`src/rtl/snn_timestep_scheduler_if.sv`:
```
// Signal bundle between a host/neuron bank and snn_timestep_scheduler.
// clear_counts/spike_counts exist only when SCHED_SPIKE_COUNT_EN is defined.
interface snn_timestep_scheduler_if #(
  parameter int M         = 8,
  parameter int Nbits     = 4,
  parameter int N_NEURONS = 4,
  parameter int TS_W      = 16
);
  logic                 start;
  logic [M-1:0]         in_spikes;
  logic                 busy;
  logic                 done;
  logic                 neuron_enable;
  logic [M-1:0]         neuron_spikes;
  logic [N_NEURONS-1:0] neuron_spike_in;
  logic [N_NEURONS-1:0] out_spikes;
  logic [TS_W-1:0]      timestep;
  logic                 cfg_we;
  logic [1:0]           cfg_addr;
  logic [Nbits-1:0]     cfg_wdata;
  logic [Nbits-1:0]     threshold;
  logic [Nbits-1:0]     decay;
  logic [Nbits-1:0]     refractory_period;
`ifdef SCHED_SPIKE_COUNT_EN
  logic                     clear_counts;
  logic [N_NEURONS*8-1:0]   spike_counts;

  modport master (
    output start, in_spikes, neuron_spike_in, cfg_we, cfg_addr, cfg_wdata, clear_counts,
    input  busy, done, neuron_enable, neuron_spikes, out_spikes, timestep,
    input  threshold, decay, refractory_period, spike_counts
  );
  modport slave (
    input  start, in_spikes, neuron_spike_in, cfg_we, cfg_addr, cfg_wdata, clear_counts,
    output busy, done, neuron_enable, neuron_spikes, out_spikes, timestep,
    output threshold, decay, refractory_period, spike_counts
  );
`else
  modport master (
    output start, in_spikes, neuron_spike_in, cfg_we, cfg_addr, cfg_wdata,
    input  busy, done, neuron_enable, neuron_spikes, out_spikes, timestep,
    input  threshold, decay, refractory_period
  );
  modport slave (
    input  start, in_spikes, neuron_spike_in, cfg_we, cfg_addr, cfg_wdata,
    output busy, done, neuron_enable, neuron_spikes, out_spikes, timestep,
    output threshold, decay, refractory_period
  );
`endif
endinterface

```
`src/rtl/snn_timestep_scheduler.sv`:
```
// LIF timestep sequencer IDLE->LOAD->RUN->SETTLE->CAPTURE; done EN_CYCLES+SETTLE_CYCLES+2 edges after start.
// No backpressure (start sampled only in IDLE); SCHED_SPIKE_COUNT_EN adds per-neuron saturating spike counters.
module snn_timestep_scheduler #(
  parameter int M             = 8,
  parameter int Nbits         = 4,
  parameter int N_NEURONS     = 4,
  parameter int EN_CYCLES     = 1,
  parameter int SETTLE_CYCLES = 2,
  parameter int TS_W          = 16
) (
  input  logic                     clk,
  input  logic                     reset,
  snn_timestep_scheduler_if.slave  io_sch
);
  typedef enum logic [2:0] {
    S_IDLE    = 3'd0,
    S_LOAD    = 3'd1,
    S_RUN     = 3'd2,
    S_SETTLE  = 3'd3,
    S_CAPTURE = 3'd4
  } state_t;

  localparam logic [3:0]       EN_LD     = 4'(EN_CYCLES - 1);
  localparam logic [3:0]       SETTLE_LD = 4'(SETTLE_CYCLES - 1);
  localparam logic [Nbits-1:0] THR_RST   = Nbits'(8);
  localparam logic [Nbits-1:0] DEC_RST   = Nbits'(1);
  localparam logic [Nbits-1:0] REF_RST   = Nbits'(2);

  state_t               r_state, w_state_nxt;
  logic [3:0]           r_cnt, w_cnt_nxt;
  logic                 w_accept, w_busy, w_en, w_done;
  logic [M-1:0]         r_nspk;
  logic [N_NEURONS-1:0] r_out;
  logic [TS_W-1:0]      r_ts;
  logic [Nbits-1:0]     r_sh_thr, r_sh_dec, r_sh_ref;
  logic [Nbits-1:0]     w_sh_thr_nxt, w_sh_dec_nxt, w_sh_ref_nxt;
  logic [Nbits-1:0]     r_thr, r_dec, r_ref;

  always_ff @(posedge clk or posedge reset) begin
    if (reset) begin
      r_state <= S_IDLE;
      r_cnt   <= '0;
    end else begin
      r_state <= w_state_nxt;
      r_cnt   <= w_cnt_nxt;
    end
  end

  // One down-counter is shared by RUN and SETTLE; it is reloaded on each entry.
  always_comb begin
    w_state_nxt = r_state;
    w_cnt_nxt   = r_cnt;
    w_accept    = 1'b0;
    w_busy      = 1'b1;
    w_en        = 1'b0;
    w_done      = 1'b0;
    case (r_state)
      S_IDLE: begin
        w_busy = 1'b0;
        if (io_sch.start) begin
          w_accept    = 1'b1;
          w_state_nxt = S_LOAD;
        end
      end
      S_LOAD: begin
        w_state_nxt = S_RUN;
        w_cnt_nxt   = EN_LD;
      end
      S_RUN: begin
        w_en = 1'b1;
        if (r_cnt == 4'd0) begin
          w_state_nxt = S_SETTLE;
          w_cnt_nxt   = SETTLE_LD;
        end else begin
          w_cnt_nxt = r_cnt - 4'd1;
        end
      end
      S_SETTLE: begin
        if (r_cnt == 4'd0) w_state_nxt = S_CAPTURE;
        else               w_cnt_nxt   = r_cnt - 4'd1;
      end
      S_CAPTURE: begin
        w_done      = 1'b1;
        w_state_nxt = S_IDLE;
      end
      default: begin
        w_busy      = 1'b0;
        w_state_nxt = S_IDLE;
      end
    endcase
  end

  // A write landing on the accept cycle must reach the active copy, so it is forwarded here.
  always_comb begin
    w_sh_thr_nxt = r_sh_thr;
    w_sh_dec_nxt = r_sh_dec;
    w_sh_ref_nxt = r_sh_ref;
    if (io_sch.cfg_we) begin
      case (io_sch.cfg_addr)
        2'd0:    w_sh_thr_nxt = io_sch.cfg_wdata;
        2'd1:    w_sh_dec_nxt = io_sch.cfg_wdata;
        2'd2:    w_sh_ref_nxt = io_sch.cfg_wdata;
        default: ;
      endcase
    end
  end

  always_ff @(posedge clk or posedge reset) begin
    if (reset) begin
      r_sh_thr <= THR_RST;
      r_sh_dec <= DEC_RST;
      r_sh_ref <= REF_RST;
      r_thr    <= THR_RST;
      r_dec    <= DEC_RST;
      r_ref    <= REF_RST;
    end else begin
      r_sh_thr <= w_sh_thr_nxt;
      r_sh_dec <= w_sh_dec_nxt;
      r_sh_ref <= w_sh_ref_nxt;
      if (w_accept) begin
        r_thr <= w_sh_thr_nxt;
        r_dec <= w_sh_dec_nxt;
        r_ref <= w_sh_ref_nxt;
      end
    end
  end

  always_ff @(posedge clk or posedge reset) begin
    if (reset) begin
      r_nspk <= '0;
      r_out  <= '0;
      r_ts   <= '0;
    end else begin
      if (w_accept) r_nspk <= io_sch.in_spikes;
      if (r_state == S_CAPTURE) begin
        r_out <= io_sch.neuron_spike_in;
        r_ts  <= r_ts + TS_W'(1);
      end
    end
  end

`ifdef SCHED_SPIKE_COUNT_EN
  logic [N_NEURONS-1:0][7:0] r_spk_cnt;

  always_ff @(posedge clk or posedge reset) begin
    if (reset) begin
      r_spk_cnt <= '0;
    end else if (io_sch.clear_counts) begin
      r_spk_cnt <= '0;
    end else if (r_state == S_CAPTURE) begin
      for (int n = 0; n < N_NEURONS; n++) begin
        if (io_sch.neuron_spike_in[n] && (r_spk_cnt[n] != 8'hFF))
          r_spk_cnt[n] <= r_spk_cnt[n] + 8'd1;
      end
    end
  end

  assign io_sch.spike_counts = r_spk_cnt;
`endif

  assign io_sch.busy              = w_busy;
  assign io_sch.done              = w_done;
  assign io_sch.neuron_enable     = w_en;
  assign io_sch.neuron_spikes     = r_nspk;
  assign io_sch.out_spikes        = r_out;
  assign io_sch.timestep          = r_ts;
  assign io_sch.threshold         = r_thr;
  assign io_sch.decay             = r_dec;
  assign io_sch.refractory_period = r_ref;
endmodule
```
`src/flat_wrapper.sv`:
```
// flat-port wrapper written by rule: the top's interface ports become plain ports
module snn_timestep_scheduler_flat 
#(
  parameter int M             = 8,
  parameter int Nbits         = 4,
  parameter int N_NEURONS     = 4,
  parameter int EN_CYCLES     = 1,
  parameter int SETTLE_CYCLES = 2,
  parameter int TS_W          = 16
)
  (clk, reset, io_sch_start, io_sch_in_spikes, io_sch_neuron_spike_in, io_sch_cfg_we, io_sch_cfg_addr, io_sch_cfg_wdata, io_sch_busy, io_sch_done, io_sch_neuron_enable, io_sch_neuron_spikes, io_sch_out_spikes, io_sch_timestep, io_sch_threshold, io_sch_decay, io_sch_refractory_period);
  snn_timestep_scheduler_if #(.M(M), .Nbits(Nbits), .N_NEURONS(N_NEURONS), .TS_W(TS_W)) io_sch_i ();
  input  logic clk;
  input  logic reset;
  input wire logic [$bits(io_sch_i.start)-1:0] io_sch_start;
  input wire logic [$bits(io_sch_i.in_spikes)-1:0] io_sch_in_spikes;
  input wire logic [$bits(io_sch_i.neuron_spike_in)-1:0] io_sch_neuron_spike_in;
  input wire logic [$bits(io_sch_i.cfg_we)-1:0] io_sch_cfg_we;
  input wire logic [$bits(io_sch_i.cfg_addr)-1:0] io_sch_cfg_addr;
  input wire logic [$bits(io_sch_i.cfg_wdata)-1:0] io_sch_cfg_wdata;
  output wire logic [$bits(io_sch_i.busy)-1:0] io_sch_busy;
  output wire logic [$bits(io_sch_i.done)-1:0] io_sch_done;
  output wire logic [$bits(io_sch_i.neuron_enable)-1:0] io_sch_neuron_enable;
  output wire logic [$bits(io_sch_i.neuron_spikes)-1:0] io_sch_neuron_spikes;
  output wire logic [$bits(io_sch_i.out_spikes)-1:0] io_sch_out_spikes;
  output wire logic [$bits(io_sch_i.timestep)-1:0] io_sch_timestep;
  output wire logic [$bits(io_sch_i.threshold)-1:0] io_sch_threshold;
  output wire logic [$bits(io_sch_i.decay)-1:0] io_sch_decay;
  output wire logic [$bits(io_sch_i.refractory_period)-1:0] io_sch_refractory_period;
  assign io_sch_i.start = io_sch_start;
  assign io_sch_i.in_spikes = io_sch_in_spikes;
  assign io_sch_i.neuron_spike_in = io_sch_neuron_spike_in;
  assign io_sch_i.cfg_we = io_sch_cfg_we;
  assign io_sch_i.cfg_addr = io_sch_cfg_addr;
  assign io_sch_i.cfg_wdata = io_sch_cfg_wdata;
  assign io_sch_busy = io_sch_i.busy;
  assign io_sch_done = io_sch_i.done;
  assign io_sch_neuron_enable = io_sch_i.neuron_enable;
  assign io_sch_neuron_spikes = io_sch_i.neuron_spikes;
  assign io_sch_out_spikes = io_sch_i.out_spikes;
  assign io_sch_timestep = io_sch_i.timestep;
  assign io_sch_threshold = io_sch_i.threshold;
  assign io_sch_decay = io_sch_i.decay;
  assign io_sch_refractory_period = io_sch_i.refractory_period;
  snn_timestep_scheduler #(.M(M), .Nbits(Nbits), .N_NEURONS(N_NEURONS), .EN_CYCLES(EN_CYCLES), .SETTLE_CYCLES(SETTLE_CYCLES), .TS_W(TS_W)) u_core (.clk(clk), .reset(reset), .io_sch(io_sch_i));
endmodule
```
`config.mk`:
```
export PLATFORM = sky130hd
export DESIGN_NAME = snn_timestep_scheduler_flat
export DESIGN_NICKNAME = d
export VERILOG_FILES = /design/src/rtl/snn_timestep_scheduler_if.sv /design/src/rtl/snn_timestep_scheduler.sv /design/src/flat_wrapper.sv
export SDC_FILE = /design/constraint.sdc
export NUM_CORES = 1
export LEC_CHECK = 0
export ABC_AREA = 0
export BUFFER_PORTS_ARGS = -buffer_cell sky130_fd_sc_hd__buf_2
export CORE_UTILIZATION = 34
export DETAILED_ROUTE_END_ITERATION = 7
export PLACE_DENSITY = 0.67
export SLEW_MARGIN = 15
export SYNTH_ARGS = -nofsm -noshare
export SYNTH_HDL_FRONTEND = slang
export SYNTH_SLANG_ARGS = --single-unit
export TNS_END_PERCENT = 5
```
`constraint.sdc`:
```
create_clock -name clk -period 5.5 [get_ports clk]
set_input_delay 1.1 -clock clk [delete_from_list [all_inputs] [get_ports clk]]
set_output_delay 1.1 -clock clk [all_outputs]
set_load 0.01 [all_outputs]
```
======== Word level (Yosys, flattened, before mapping) ========
Cells that the tools add are included.
storage, ports and cells
  register bits after elaboration ......... 59
  logic and storage cells ................. 48
cells by class
  reduce and logical (&&, ||, !) cells .... 7
  add/sub/neg operators ................... 2
  muxes and demuxes ....................... 18
  equal/unequal tests ..................... 10
operator list
  kind                   count
  $mux 4                 8
  $add 16x1->16 const B  1
  $pmux 3 s4             1
  $pmux 4 s3             1
  $mux 3                 3
  $eq 3x2->1 const B     2
  $mux 1                 5
  $logic_not 4->1        1
  $ne 2x1->1 const B     2
  $ne 2x2->1 const B     2
  $reduce_or 4->1        1
  $sub 4x1->4 const B    1
  $eq 3x1->1 const B     1
  $eq 3x3->1 const B     1
  $logic_not 3->1        1
  $reduce_and 3->1       1
  $reduce_bool 3->1      1
  $eq 2x1->1 const B     1
  $eq 2x2->1 const B     1
  $logic_not 2->1        1
  $reduce_and 2->1       1

======== Longest topological paths before layout ========
  word-level depth ........................ 3
  mapped depth ............................ 6
  mapped depth without buffers ............ 6

======== Least setup slack after synthesis ========
Ideal clock, no wire load.
  path type ............................... input to register
  from .................................... input port io_sch_cfg_addr[1]
  to ...................................... register u_core.r_thr[0] (netlist: u_core.io_sch.threshold[0])
  data required time ...................... 5.375 ns
  stages on the path ...................... 3
  data arrival time ....................... 1.992 ns
  buffers on the path ..................... 0
  path slack .............................. 3.383 ns
  cell sequence ........................... nor3b_2 -> mux2_2 -> mux2_2
on the way
  cells in the longest elaborated chain, start to end .. 3
ends and longest elaborated chain
  element                     line                           text
  from (decl)                 flat_wrapper.sv:19             input wire logic [$bits(io_sch_i.cfg_addr)-1:0] io_sch_cfg_addr;
  $logic_not 2->1             snn_timestep_scheduler.sv:99   case (io_sch.cfg_addr)
  $mux 4                      snn_timestep_scheduler.sv:99
  $mux 4                      snn_timestep_scheduler.sv:98   if (io_sch.cfg_we) begin
  net u_core.w_sh_thr_nxt[0]  snn_timestep_scheduler.sv:36   logic [Nbits-1:0] w_sh_thr_nxt, w_sh_dec_nxt, w_sh_ref_nxt;
  to (signal assigned)        snn_timestep_scheduler.sv:121  r_thr <= w_sh_thr_nxt;
  to (decl)                   snn_timestep_scheduler.sv:37   logic [Nbits-1:0] r_thr, r_dec, r_ref;
The timed path passes the listed nets, and every way through them passes these cells.
A chain may end at the register's enable or synchronous reset.

======== Final worst setup path ========
  from .................................... register u_core.r_state[2]
  to ...................................... output port io_sch_done
on the way
  cells in the longest elaborated chain, start to end .. 2
ends and longest elaborated chain
  element                 line                          text
  from (decl)             snn_timestep_scheduler.sv:29  state_t r_state, w_state_nxt;
  from (signal assigned)  snn_timestep_scheduler.sv:44  r_state <= w_state_nxt;
  $eq 3x3->1              snn_timestep_scheduler.sv:57  case (r_state)
  $mux 1                  snn_timestep_scheduler.sv:57
  to (decl)               flat_wrapper.sv:22            output wire logic [$bits(io_sch_i.done)-1:0] io_sch_done;
No other way between the ends.

==> results_dict.tcl <==
set metrics [dict create \
    status "finished clean" \
    pwr-share-clk 0.273 \
    tns_ns 0 \
    tightestPinTransition_ns 0.739 \
    relSlewSlack 0.508 \
    end_kind "output port" \
    grt_usage 0.134 \
    root_buffer "clkbuf_8" \
    cts_buffers 9 \
    syn_area_um2 2480 \
    gp_congestion 0.820 \
    cts_resized 0 \
    hp-start "u_core.io_sch.timestep[15]$_DFFE_PP0P_" \
    die_width_um 87.4 \
    period_minus_slack_ns 2.78 \
    initialDrtViolationCount 49 \
    worst_path_max_delay_cell "nor3b_4" \
    hp-class "flop to flop" \
    antenna_found_initial 0 \
    postCtsSetupRepairBufs 0 \
    top_usage_layer "met2" \
    combPwrFrac 0.295 \
    use_met1 0.157 \
    place_ws_ns 3.06 \
    holdBufCountCts 0 \
    reg2reg_from "u_core.r_state[2]$_DFFE_PP0P_" \
    post-route-period-util 0.505 \
    grt_max_degree 60 \
    fin_nets 276 \
    grt_pass1_vias 1625 \
    largest_reg_flops 16 \
    slew_viol_final 0 \
    cp.required_ns 4.40 \
    ios 65 \
    synth_warnings 0 \
    grtUsageMet3 0.0521 \
    intPower_mw 1.08 \
    vdd_drop_max_mv 0.234 \
    synthCells 181 \
    fmax_ghz 0.360 \
    fillCellCount 672 \
    multi_input_area_um2 947 \
    ys_types 33 \
    syn_area_per_cell_um2 13.7 \
    area_delta_synth_final_pct 25.8 \
    vias_per_cell 4.58 \
    hold_depth 1 \
    r2r_setup_slack_ns 3.57 \
    clk_latency_ns 0.33 \
    hpwl_um 3140 \
    h-tree-depth 3 \
    clockBufferDepth 2 \
    instances_no_fill 353 \
    num_rows 30 \
    yosys_register_bits 59 \
    wl_per_cell_um 12.8 \
    p_switching_uw 480 \
    seqCellArea_um2 1480 \
    setup_viol 0 \
    die_y_um 87.4 \
    dp_cells 337 \
    critPathMaxStageDelay_ns 0.57 \
    start_kind "flop" \
    rsz0062_at_grt "no" \
    syn-num-nets 205 \
    place.port_buffers 64 \
    floorplan.die_area_um2 7640 \
    worstReg2RegEnd "u_core.io_sch.timestep[8]$_DFFE_PP0P_" \
    cts_tree "built" \
    seqPwrFrac 0.432 \
    fin_ws_ns 2.72 \
    cts_sinks 59 \
    routed_wl_um 4510 \
    fp.coreArea_um2 6910 \
    clk_pin_slew_worst_paths_ns 0.07 \
    yosysSeqAreaShare 0.598 \
    p_per_area_nw_per_um2 499 \
    reg2regPathDepth 4 \
    grt_pass1_wl_um 7620 \
    vias 1617 \
    layout-drive-gt1-share 0.506 \
    grt_overflow_total 0 \
    maxCapViolations 0 \
    use_met2 0.217 \
    hold_path_end "u_core.io_sch.timestep[15]$_DFFE_PP0P_" \
    p_sw_frac 0.308 \
    dr.pass1.iters 4 \
    critPathArrivalTime_ns 1.68 \
    cp_cell_sequence "nor3b_4 > buf_2" \
    clock-skew-final_ns 0.00351 \
    crit_type "flop to output port" \
    start_util 0.359 \
    ant_nets 0 \
    leakage_nw 1.46 \
    hold_violations 0 \
    critPathMaxFanout 13 \
    diodes 0 \
    drc_errors 0 \
]
-- cells in the final DEF (no fill, tap or decap), drive strengths merged --
| master | count |
|---|---|
| nor3b | 3 |
| a21oi | 4 |
| nor4b | 2 |
| inv | 5 |
| nor4 | 1 |
| nand3 | 6 |
| or2 | 1 |
| o32a | 1 |
| a31oi | 1 |
| mux2i | 1 |
| mux2 | 37 |
| nand2b | 1 |
| o22a | 2 |
| xor2 | 3 |
| xnor2 | 13 |
| o21ai | 3 |
| clkbuf | 9 |
| nor3 | 1 |
| nand3b | 2 |
| nor2 | 6 |
| clkinv | 2 |
| clkinvlp | 3 |
| and3 | 1 |
| and2 | 3 |
| or3 | 1 |
| ha | 2 |
| and4 | 3 |
| bufinv | 2 |
| dfrtp | 53 |
| nand2 | 8 |
| dfstp | 6 |
| buf | 66 |
| nand4 | 5 |
-- power by group through the flow --
stage	Combinational [mW]	Sequential, mW	Clock, mW
floorplan	0.279	0.701	0
global placement	0.454	0.677	0
detailed placement	0.465	0.682	0
CTS	0.467	0.674	0.442
global route	0.513	0.697	0.462
finish	0.459	0.673	0.425
-- through the flow --
| stage | util | instance area (um^2) | hold WS [ns] | total power, mW |
|---|---|---|---|---|
| 2_1_floorplan | - | 2480 | 0.463 | 0.980 |
| 3_3_place_gp | 0.421 | 2910 | 0.456 | 1.13 |
| 3_5_place_dp | 0.421 | 2910 | 0.464 | 1.15 |
| 4_1_cts | 0.452 | 3120 | 0.472 | 1.58 |
| 5_1_grt | 0.452 | 3120 | 0.489 | 1.67 |
| 6_report | 0.452 | 3120 | 0.467 | 1.56 |
-- kinds of logic after synthesis --
kind of cell | synth area share
mux | 0.172
simple gates | 0.112
xor+xnor | 0.0565
fa+ha+maj | 0.0101
compound gates | 0.0277
flops | 0.598
buf+inv | 0.0237
-- synth_stat cells (all sizes together) --
cell     n  share of area
a21oi    4         0.0081
a31oi    1         0.0025
and2     3         0.0076
and3     1         0.0025
and4     3          0.011
buf      6          0.016
dfrtp   53           0.53
dfstp    6          0.064
ha       2          0.010
inv      5         0.0076
mux2    37           0.17
mux2i    1         0.0040
nand2    8          0.012
nand2b   1         0.0025
nand3    6          0.012
nand3b   2         0.0060
nand4    5          0.013
nor2     6         0.0091
nor3     1         0.0020
nor3b    3          0.018
nor4     1         0.0025
nor4b    2         0.0096
o21ai    3         0.0060
o22a     2         0.0071
o32a     1         0.0040
or2      1         0.0025
or3      1         0.0025
xnor2   13          0.046
xor2     3          0.011
-- per-layer routing --
metal,up-vias,share of wire
met3,8,0.047
met4,0,0.017
met2,35,0.46
met1,790,0.47
li1,784,-
met5,-,0
-- layout make-up --
type | count | area share
inverters | 5 | 0.00601
flip-flops and latches | 59 | 0.475
clock inverters | 7 | 0.0297
repair buffers | 66 | 0.107
clock buffers | 9 | 0.0397
well taps | 96 | 0.0385
multi-input cells | 111 | 0.303
-- how the worst max path moves through the flow --
stage / end / start / cells after the start / slack, ns
6_report: io_sch_done / u_core.r_state[2]$_DFFE_PP0P_ / 2 / 2.72
2_1_floorplan: u_core.io_sch.decay[1]$_DFFE_PP0P_ / reset / 1 / 2.95
3_3_place_gp: io_sch_done / u_core.r_state[2]$_DFFE_PP0P_ / 2 / 3.08
4_1_cts: io_sch_done / u_core.r_state[2]$_DFFE_PP0P_ / 2 / 2.69
3_5_place_dp: io_sch_done / u_core.r_state[2]$_DFFE_PP0P_ / 2 / 3.06
5_1_grt: io_sch_done / u_core.r_state[2]$_DFFE_PP0P_ / 2 / 2.59
-- critical path: cells and delay by family, from the launching register on --
family | cells | cell delay [ns]
simple gates | 1 | 0.57
flops | 1 | 0.54
buf+inv | 1 | 0.23
(Power assumes the default switching activity.)
